File: src/rtl/nibble_serial_adder_ctrl.sv
// ---------------------------------------------------------------------------
// nibble_serial_adder_ctrl
// Sequencer around an external 4-bit ripple adder. Adds or subtracts two
// W = 4*NIBBLES bit operands one nibble per cycle, LSB nibble first, chaining
// the carry between nibbles. Subtraction feeds ~B with carry-in 1.
//
// Ports
//   clk, rst_n            clock, asynchronous active-low reset
//   start, sub            request (accepted in IDLE) and add/subtract select
//   op_a, op_b            W-bit operands, sampled with start
//   busy, done            busy in RUN/DONE; done is a one-cycle result strobe
//   result, carry_out,    full-width result, final carry (sub: 1 = no borrow)
//   overflow              and signed overflow, held until next accepted start
//   add_a, add_b, add_cin combinational drive to the adder (zero outside RUN)
//   add_sum, add_cout,    adder outputs; add_ovf is only meaningful on the
//   add_ovf               top nibble
// ---------------------------------------------------------------------------
module nibble_serial_adder_ctrl #(
  parameter int unsigned NIBBLES = 4
) (
  input  logic                 clk,
  input  logic                 rst_n,
  input  logic                 start,
  input  logic                 sub,
  input  logic [4*NIBBLES-1:0] op_a,
  input  logic [4*NIBBLES-1:0] op_b,
  output logic                 busy,
  output logic                 done,
  output logic [4*NIBBLES-1:0] result,
  output logic                 carry_out,
  output logic                 overflow,
  output logic [3:0]           add_a,
  output logic [3:0]           add_b,
  output logic                 add_cin,
  input  logic [3:0]           add_sum,
  input  logic                 add_cout,
  input  logic                 add_ovf
);

  localparam int unsigned W     = 4 * NIBBLES;
  localparam int unsigned IDX_W = (NIBBLES > 1) ? $clog2(NIBBLES) : 1;
  localparam logic [IDX_W-1:0] IDX_LAST = IDX_W'(NIBBLES - 1);

  typedef enum logic [1:0] {
    S_IDLE = 2'd0,
    S_RUN  = 2'd1,
    S_DONE = 2'd2
  } state_e;

  state_e           state_q, state_d;
  logic [W-1:0]     a_q, a_d;
  logic [W-1:0]     b_q, b_d;
  logic             c_q, c_d;
  logic [IDX_W-1:0] idx_q, idx_d;
  logic [W-1:0]     result_q, result_d;
  logic             carry_q, carry_d;
  logic             ovf_q, ovf_d;
  logic             busy_q, busy_d;
  logic             done_q, done_d;

  // Adder drive: current nibble of the latched operands while running.
  always_comb begin
    add_a   = 4'd0;
    add_b   = 4'd0;
    add_cin = 1'b0;
    if (state_q == S_RUN) begin
      add_cin = c_q;
      for (int unsigned n = 0; n < NIBBLES; n++) begin
        if (idx_q == IDX_W'(n)) begin
          add_a = a_q[4*n +: 4];
          add_b = b_q[4*n +: 4];
        end
      end
    end
  end

  // Next-state and registered-output logic.
  always_comb begin
    state_d  = state_q;
    a_d      = a_q;
    b_d      = b_q;
    c_d      = c_q;
    idx_d    = idx_q;
    result_d = result_q;
    carry_d  = carry_q;
    ovf_d    = ovf_q;
    busy_d   = busy_q;
    done_d   = 1'b0;

    unique case (state_q)
      S_IDLE: begin
        if (start) begin
          a_d      = op_a;
          b_d      = sub ? ~op_b : op_b;
          c_d      = sub;  // +1 of the two's complement for subtraction
          idx_d    = '0;
          result_d = '0;
          carry_d  = 1'b0;
          ovf_d    = 1'b0;
          busy_d   = 1'b1;
          state_d  = S_RUN;
        end
      end
      S_RUN: begin
        for (int unsigned n = 0; n < NIBBLES; n++) begin
          if (idx_q == IDX_W'(n)) begin
            result_d[4*n +: 4] = add_sum;
          end
        end
        c_d = add_cout;
        if (idx_q == IDX_LAST) begin
          carry_d = add_cout;
          ovf_d   = add_ovf;
          idx_d   = '0;
          done_d  = 1'b1;
          state_d = S_DONE;
        end else begin
          idx_d = idx_q + IDX_W'(1);
        end
      end
      S_DONE: begin
        busy_d  = 1'b0;
        state_d = S_IDLE;
      end
      default: begin
        busy_d  = 1'b0;
        state_d = S_IDLE;
      end
    endcase
  end

  // State and datapath registers.
  always_ff @(posedge clk or negedge rst_n) begin
    if (!rst_n) begin
      state_q  <= S_IDLE;
      a_q      <= '0;
      b_q      <= '0;
      c_q      <= 1'b0;
      idx_q    <= '0;
      result_q <= '0;
      carry_q  <= 1'b0;
      ovf_q    <= 1'b0;
      busy_q   <= 1'b0;
      done_q   <= 1'b0;
    end else begin
      state_q  <= state_d;
      a_q      <= a_d;
      b_q      <= b_d;
      c_q      <= c_d;
      idx_q    <= idx_d;
      result_q <= result_d;
      carry_q  <= carry_d;
      ovf_q    <= ovf_d;
      busy_q   <= busy_d;
      done_q   <= done_d;
    end
  end

  assign busy      = busy_q;
  assign done      = done_q;
  assign result    = result_q;
  assign carry_out = carry_q;
  assign overflow  = ovf_q;

endmodule
File: config.mk
export PLATFORM = sky130hd
export DESIGN_NAME = nibble_serial_adder_ctrl
export DESIGN_NICKNAME = d
export VERILOG_FILES = /design/src/rtl/nibble_serial_adder_ctrl.sv
export SDC_FILE = /design/constraint.sdc
export NUM_CORES = 1
export LEC_CHECK = 0
export BUFFER_PORTS_ARGS = -buffer_cell sky130_fd_sc_hd__buf_2
export CAP_MARGIN = 40
export CORE_MARGIN = 3
export CORE_UTILIZATION = 45
export CTS_BUF_LIST = sky130_fd_sc_hd__clkbuf_8
export CTS_CLUSTER_DIAMETER = 200
export DETAILED_ROUTE_END_ITERATION = 16
export HOLD_SLACK_MARGIN = 0.05
export MAX_ROUTING_LAYER = met4
export PLACE_DENSITY = 0.73
export SETUP_SLACK_MARGIN = 0.5
export SYNTH_ARGS = -nofsm -noshare
export SYNTH_HDL_FRONTEND = slang
export SYNTH_SLANG_ARGS = --single-unit
File: constraint.sdc
create_clock -name clk -period 2 [get_ports clk]
set_input_delay 0.6 -clock clk [delete_from_list [all_inputs] [get_ports clk]]
set_output_delay 0.6 -clock clk [all_outputs]
set_load 0.005 [all_outputs]
# Word-level counts from Yosys, hierarchy flattened
# Cells that the tools add are included.
op_classes:
  add_sub_neg: 1
  multipliers: 0
  div_mod_pow: 0
  magnitude_cmp: 0
  eq_ne: 9
  n_shift: 0
  n_mux: 35
  n_bitwise: 2
  reduce_logical: 11
ops:
  columns: ["operator", "count"]
  rows:
  - ["$mux W4", 14]
  - ["$mux W16", 2]
  - ["$pmux W16 S2", 1]
  - ["$not A16 Y16", 1]
  - ["$reduce_and A3 Y1", 4]
  - ["$mux W1", 8]
  - ["$mux W2", 4]
  - ["$ne A2 B1 Y1 const B", 4]
  - ["$pmux W1 S2", 4]
  - ["$pmux W2 S2", 2]
  - ["$reduce_and A2 Y1", 4]
  - ["$eq A2 B1 Y1 const B", 2]
  - ["$eq A2 B2 Y1 const B", 2]
  - ["$logic_not A2 Y1", 2]
  - ["$add A2 B1 Y2 const B", 1]
  - ["$ne A2 B2 Y1 const B", 1]
  - ["$reduce_bool A2 Y1", 1]
  - ["$not A1 Y1", 1]
totals:
  ff_bits: 57
  latchBits: 0
  mem_bits_rw: 0
  romBits: 0
  input_bits: 42
  output_inout_bits: 29
  elab_cells: 71
  n_memories: 0

# Depth between registers and ports, before layout
# Gate-level depths: netlist (run 1).
depth:
  depth_word: 6
  depth_mapped: 6
  mapped_depth_nobuf: 5

# Worst setup path before layout (run 1)
# Ideal clock, no wire load.
synth_timing:
  path_type: "register -> output"
  startpoint: "register idx_q[1]"
  endpoint: "output add_a[0]"
  t_arrival_ps: 1459
  t_required_ps: 1400
  setup_slack_ps: -59
  path_stages_with_launch: 6
  path_buffers: 1
  path_cell_list: "dfrtp_1 > inv_1 > ha_1 > clkbuf_1 > a221oi_1 > o41ai_1"
synth_via:
  elab_chain_cells: 6
  elab_cells_between_ends: 9
  cone_classes: "eq/ne (3); mux (5); reduce/logical (1)"
synth_lines:
  columns: ["item", "line_no", "rtl"]
  rows:
  - ["start, declared", "54", "logic [IDX_W-1:0] idx_q, idx_d;"]
  - ["start signal, assigned", "150", "idx_q <= idx_d;"]
  - ["$logic_not A2 Y1", "69", "if (idx_q == IDX_W'(n)) begin"]
  - ["$mux W4 (3 in series)", "69", null]
  - ["$mux W4 (*)", "69", null]
  - ["$mux W4 (*)", "66", "if (state_q == S_RUN) begin"]
  - ["end, declared", "32", "output logic [3:0] add_a,"]
# Every way passes the cells marked *; elsewhere a longest branch is shown, timed or not.

# Worst setup path after layout (run 1)
# Ends and elaborated chain as after synthesis.

==> flow_summary.toml, run 1 <==
[run_status]
status = "finished, violations left"
violations = "negative setup slack"

[setup_path]
crit_family = "buffers and inverters"
crit_chain = "buf_6 > ha_4 > buf_12 > nor2b_1 > o41ai_2 > buf_2"
critical-path-slowest-cell = "dfrtp_1"
cp.required_ns = 1.40
crit_path_start_kind = "flop"
cp_max_fo = 16
end_kind = "primary output"
arrival_ns = 1.82
cp.buffers_inverters = 3
crit_type = "flop to primary output"
slowest_delay_ns = 0.40

[power]
seqPwrFrac = 0.289
power_mw = 7.31
swShare = 0.376
p_sw_mw = 2.75
power-per-cell-area_nw_per_um2 = 1710
leakagePower_nw = 1.94
power_frac_comb = 0.563
p_int_mw = 4.57
peakVddDrop_uv = 793
clockPowerShare = 0.148

[placed_design]
gp_congestion = 0.746
dpl_worst_slack_ns = -0.119
dp_hpwl_mm = 4.33
dpl_cell_area_um2 = 3360
place_inst = 375
portBuffers = 70

[yosys]
synth_edf_count = 0
synth_cell_type_count = 29
synth_cells = 231
synth_top_area_frac = 0.532
synth_area_um2 = 2680
synth_seq_cells = 57
synth_top_flop_cell = "dfrtp_1"
yosys.area.top_type = "dfrtp_1"
syn_nets = 277
postSynthAreaPerCell_um2 = 11.6
seq_area_frac_synth = 0.532
synth.yosys.warnings = 0
ys_async_sr_fraction = 1.00
synthTopCellsByArea = "dfrtp_1, mux2_2, xnor2_1"

[global_route]
grt_pass1_wl_mm = 11.9
gr-total-overflow = 0
track_usage = 0.224
antenna_found_initial = 0
grt_pass1_vias = 2361
grt_max_degree = 58

[die]
initial_utilization = 0.475
die_h_um = 83.2
dieArea_um2 = 6920
ioPinCount = 71
die_x_um = 83.2
design.core.area_um2 = 5640
num_rows = 27

[sta]
period_share = 1.21
setup_viol = 8
fin_skew_ns = 0.00614
worstMarginPinSlew_ns = 0.491
drv_slew = 0
rsz0062_at_grt = "true"
max_freq_mhz = 413
hold_viol = 0
layout_min_cycle_time_ns = 2.42
worst_slack_ns = -0.420
max_slew_margin = 0.673

[detailed_routing]
drc = 0
drt-total-wl_mm = 8.14
num_vias = 2370
wl_per_cell_um = 19.7
final_antenna_net_count = 0
avgViaCountPerCell = 5.74
drt_pass1_iterations = 4
drt_iter0_drc = 119

[clocking]
cts_tree = "yes"
clkSinkCount = 57
clock_latency_ns = 0.35
clockBufferDepth = 2
holdBufCountCts = 0
clk_pin_slew_ns = 0.07
cts-htree-levels = 3
cts_root_buf = "clkbuf_8"
cts_made_buffers = 9

[finish]
final_cells = 413
nNetsFinal = 383
areaGrowthSynthToFinish_pct = 59.9
diodes = 0
fin_util = 0.760
final_area_um2 = 4290
layout-drive-gt1-share = 0.584

[job]
maxCapViolCount = 0

[hold_path]
hp-class = "input pin to async pin"
## layout by cell type, fill, tap and decap left out, types with 3 or more instances in the layout
cell type	netlist	final
buf_8	0	5
buf_12	0	8
ha_4	0	4
nor2_4	0	5
a221oi_2	0	6
a22o_1	9	9
a21oi_4	0	6
o2bb2ai_1	3	3
clkbuf_16	0	3
buf_6	3	9
buf_4	4	15
xnor2_1	16	16
o41ai_2	0	6
a32o_1	13	13
buf_2	7	69
nor2_1	20	14
nand2_1	7	7
dfrtp_1	57	56
buf_16	0	5
clkbuf_8	0	11
nor2b_1	12	8
nand3_1	7	7
mux2_4	0	16
a21oi_2	0	12
## synthesized netlist by cell type (2+ instances only)
library cell and count:
dfrtp_1 57, o31ai_1 2, a22o_1 9, xnor2_1 16, o21ai_0 2, mux2_2 16, nand2_1 7, a32o_1 13
nor2b_1 12, o2bb2ai_1 3, nor2_1 20, buf_6 3, o41ai_1 7, clkbuf_1 5, a221oi_1 7, ha_1 4
nand3_1 7, inv_1 2, a21oi_1 20, buf_4 4, buf_2 7
## layout make-up
cell class	instances	area, um2
clock inverter	4	43.8
fill	336	1350
sequential	57	1430
multi-input combinational	152	1550
clock buffer	11	151
tap	72	90.1
inverter	3	18.8
timing repair buffer	114	1010
## kinds of logic (layout without fill, tap and decap cells)
family                   count (synthesis)  after routing  synth area share
AO/OA/AOI/OAI                           66             66             0.190
XOR/XNOR                                16             16            0.0522
adder cells (fa/ha/maj)                  4              4            0.0187
buffers and inverters                   22            132            0.0480
flip-flops                              57             57             0.532
multiplexers                            16             16            0.0672
AND/OR/NAND/NOR                         50             50            0.0924
## final timing paths
| kind | from | end | slack, ns | cells past startpoint |
|---|---|---|---|---|
| setup / recovery | idx_q[1]$_DFFE_PN0P_ | add_a[0] | -0.42 | 6 |
| hold / removal | rst_n | result[2]$_DFFE_PN0P_ | 0.24 | 2 |
| setup reg to reg | idx_q[0]$_DFFE_PN0P_ | carry_out$_DFFE_PN0P_ | 0.24 | 7 |
| hold reg to reg | result[9]$_DFFE_PN0P_ | result[9]$_DFFE_PN0P_ | 0.49 | 1 |
| max in group asynchronous | rst_n | idx_q[0]$_DFFE_PN0P_ | 1.49 | 2 |
| min in group clk | op_a[10] | a_q[10]$_DFFE_PN0P_ | 0.48 | 2 |
## registers in the layout, summed over array words and instances (netlist names), 2 cells and up
register and count:
b_q 16, result 16, idx_q 2, state_q 2, a_q 16
## per-stage QoR
step | hold slack (ns) | TNS, ns
after global routing | 0.267 | -3.67
after floorplan | 0.304 | 0
after CTS | 0.255 | -3.15
final | 0.242 | -3.10
after detailed placement | 0.475 | -0.660
after global placement | 0.468 | -0.114
## metal layers
layer	track usage	wire length [um]	part of all wire	up-vias
li1	-	-	-	1069
met1	0.284	3320	0.41	1194
met2	0.349	4190	0.52	90
met3	0.0466	470	0.058	17
met4	0.0966	153	0.019	0
met5	-	0	0	-
## timing repair
action | 4_1_cts | 5_1_grt
gates resized for setup | 61 | 26
endpoints found under the setup margin | 22 | 59
pin swaps | 29 | 13
gates cloned | 5 | 3
setup buffers | 8 | 7
## power groups by stage
| stage | Sequential [mW] | Combinational (mW) | Clock (mW) |
|---|---|---|---|
| global placement | 2.03 | 2.73 | 0 |
| global route | 2.17 | 4.40 | 1.13 |
| CTS | 2.06 | 3.52 | 1.08 |
| floorplan | 1.99 | 1.95 | 0 |
| finish | 2.12 | 4.12 | 1.08 |
| detailed placement | 2.06 | 2.81 | 0 |
Note: power is estimated with default switching activity, not from simulation.
==> run 2, diff against run 1 <==
Settings changed: REMOVE_ABC_BUFFERS set to 1.
==> flow_summary.toml, run 2 (synthesis results as in run 1) <==
[sta]
worstMarginPinSlew_ns = 0.461
max_slew_margin = 0.693
rsz0062_at_grt = "true"
worst_slack_ns = -0.519
fin_setup_tns_ns = -3.77
setup_viol = 8
period_share = 1.26
hold_viol = 0
drv_slew = 0
max_freq_mhz = 397
fin_skew_ns = 0.0130
layout_min_cycle_time_ns = 2.52

[run_status]
violations = "negative setup slack"
status = "finished, violations left"

[global_route]
track_usage = 0.233
grt_pass1_vias = 2426
antenna_found_initial = 0
gr-total-overflow = 0
grt_max_degree = 58
grt_pass1_wl_mm = 12.4

[die]
die_x_um = 83.2
die_h_um = 83.2
ioPinCount = 71
num_rows = 27
design.core.area_um2 = 5640
dieArea_um2 = 6920
initial_utilization = 0.475

[power]
leakagePower_nw = 1.98
power-per-cell-area_nw_per_um2 = 1750
peakVddDrop_uv = 889

[hold_path]
hp-class = "input pin to async pin"

[setup_path]
reg2reg_slack_ns = 0.06
crit_chain = "inv_2 > buf_6 > ha_4 > buf_6 > nor2b_1 > o41ai_1 > buf_2"
arrival_ns = 1.92
crit_start = "idx_q[0]$_DFFE_PN0P_"
cp.required_ns = 1.40
slowest_delay_ns = 0.42
cpMostUsedCell = "buf_6"
critical-path-slowest-cell = "dfrtp_1"
cp_max_fo = 6
crit_type = "flop to primary output"
worst_r2r_path_depth = 9
rr_startpoint = "idx_q[0]$_DFFE_PN0P_"
crit_end = "add_b[1]"
worstReg2RegEnd = "carry_out$_DFFE_PN0P_"
crit_family = "buffers and inverters"
cp.buffers_inverters = 4
end_kind = "primary output"
cp.depth = 7
crit_path_start_kind = "flop"

[clocking]
cts_made_buffers = 9
cts_tree = "yes"
clkSinkCount = 57
clock_latency_ns = 0.34
cts-htree-levels = 3
cts_root_buf = "clkbuf_8"
holdBufCountCts = 0
clockBufferDepth = 2
clk_pin_slew_ns = 0.06

[placed_design]
dpl_worst_slack_ns = -0.239
dp_hpwl_mm = 4.18
portBuffers = 70
gp_congestion = 0.751

[detailed_routing]
drt_pass1_iterations = 4
drt-total-wl_mm = 8.52
num_vias = 2369
avgViaCountPerCell = 5.63
wl_per_cell_um = 20.2
drc = 0
final_antenna_net_count = 0
drt_iter0_drc = 67

[finish]
final_common_cell = "buf_2"
areaGrowthSynthToFinish_pct = 62.7
diodes = 0
layout-drive-gt1-share = 0.625
nNetsFinal = 391
final_cell_mix = "buf_2, dfrtp_1, buf_4"

[job]
maxCapViolCount = 0
-- run 2: cell count changes in the layout (fill, tap and decap cells not counted), moves of 5 or more --
cell / previous run / this run
nor2_4: 5 / 16
nor2_1: 14 / 4
buf_4: 15 / 23
buf_6: 9 / 14
-- run 2: worst reg2reg max path, cell delays in order (launching register included) --
cell and delay [ns]:
dfrtp_1 0.43, buf_4 0.16, buf_6 0.12, ha_4 0.16
buf_8 0.14, buf_4 0.13, buf_6 0.13, nor2b_2 0.17
a22o_1 0.18, a22o_1 0.23
-- run 2: area by class of cell --
cell class,count,area (um2)
timing repair buffer,122,1010
clock buffer,11,151
tap,72,90.1
multi-input combinational,152,1630
sequential,57,1430
clock inverter,4,43.8
fill,313,1280
inverter,3,18.8
-- run 2: report_power, final --
part / total, mW / internal, mW / switching [mW]
registers: 2.16 / 1.69 / 0.477
logic: 4.37 / 2.40 / 1.97
clock network: 1.09 / 0.628 / 0.463
-- run 2: what timing repair did --
item                                    CTS  global route
setup buffers                            14             9
endpoints found under the setup margin   44            64
cloned                                    3             4
endpoints found under the hold margin     0             0
resized for setup                        88            59
pin swaps                                18            14
-- run 2: per-layer routing --
layer / global-route usage / routed length (um) / vias up
met1: 0.282 / 3430 / 1187
met2: 0.385 / 4410 / 86
li1: - / - / 1077
met4: 0.0743 / 184 / 0
met3: 0.0575 / 499 / 19
met5: - / 0 / -
-- run 2: stage by stage --
stage	area (um2)	power, mW	utilization	hold WS [ns]	std cells
6_report	4360	7.62	0.774	0.258	421
5_1_grt	4360	8.03	0.774	0.267	421
4_1_cts	3950	6.65	0.699	0.266	408
3_5_place_dp	3210	4.52	0.569	0.476	376
3_3_place_gp	3210	4.43	0.569	0.464	376
2_1_floorplan	2560	3.39	-	0.304	212
-- run 2: how the worst min path moves through the flow --
stage / cells past startpoint / endpoint / slack [ns] / startpoint
final: 2 / result[0]$_DFFE_PN0P_ / 0.26 / rst_n
after global routing: 2 / b_q[7]$_DFFE_PN0P_ / 0.27 / rst_n
after CTS: 2 / result[0]$_DFFE_PN0P_ / 0.27 / rst_n
after detailed placement: 1 / result[10]$_DFFE_PN0P_ / 0.48 / result[10]$_DFFE_PN0P_
after global placement: 2 / c_q$_DFFE_PN0P_ / 0.46 / c_q$_DFFE_PN0P_
after floorplan: 0 / a_q[0]$_DFFE_PN0P_ / 0.30 / rst_n
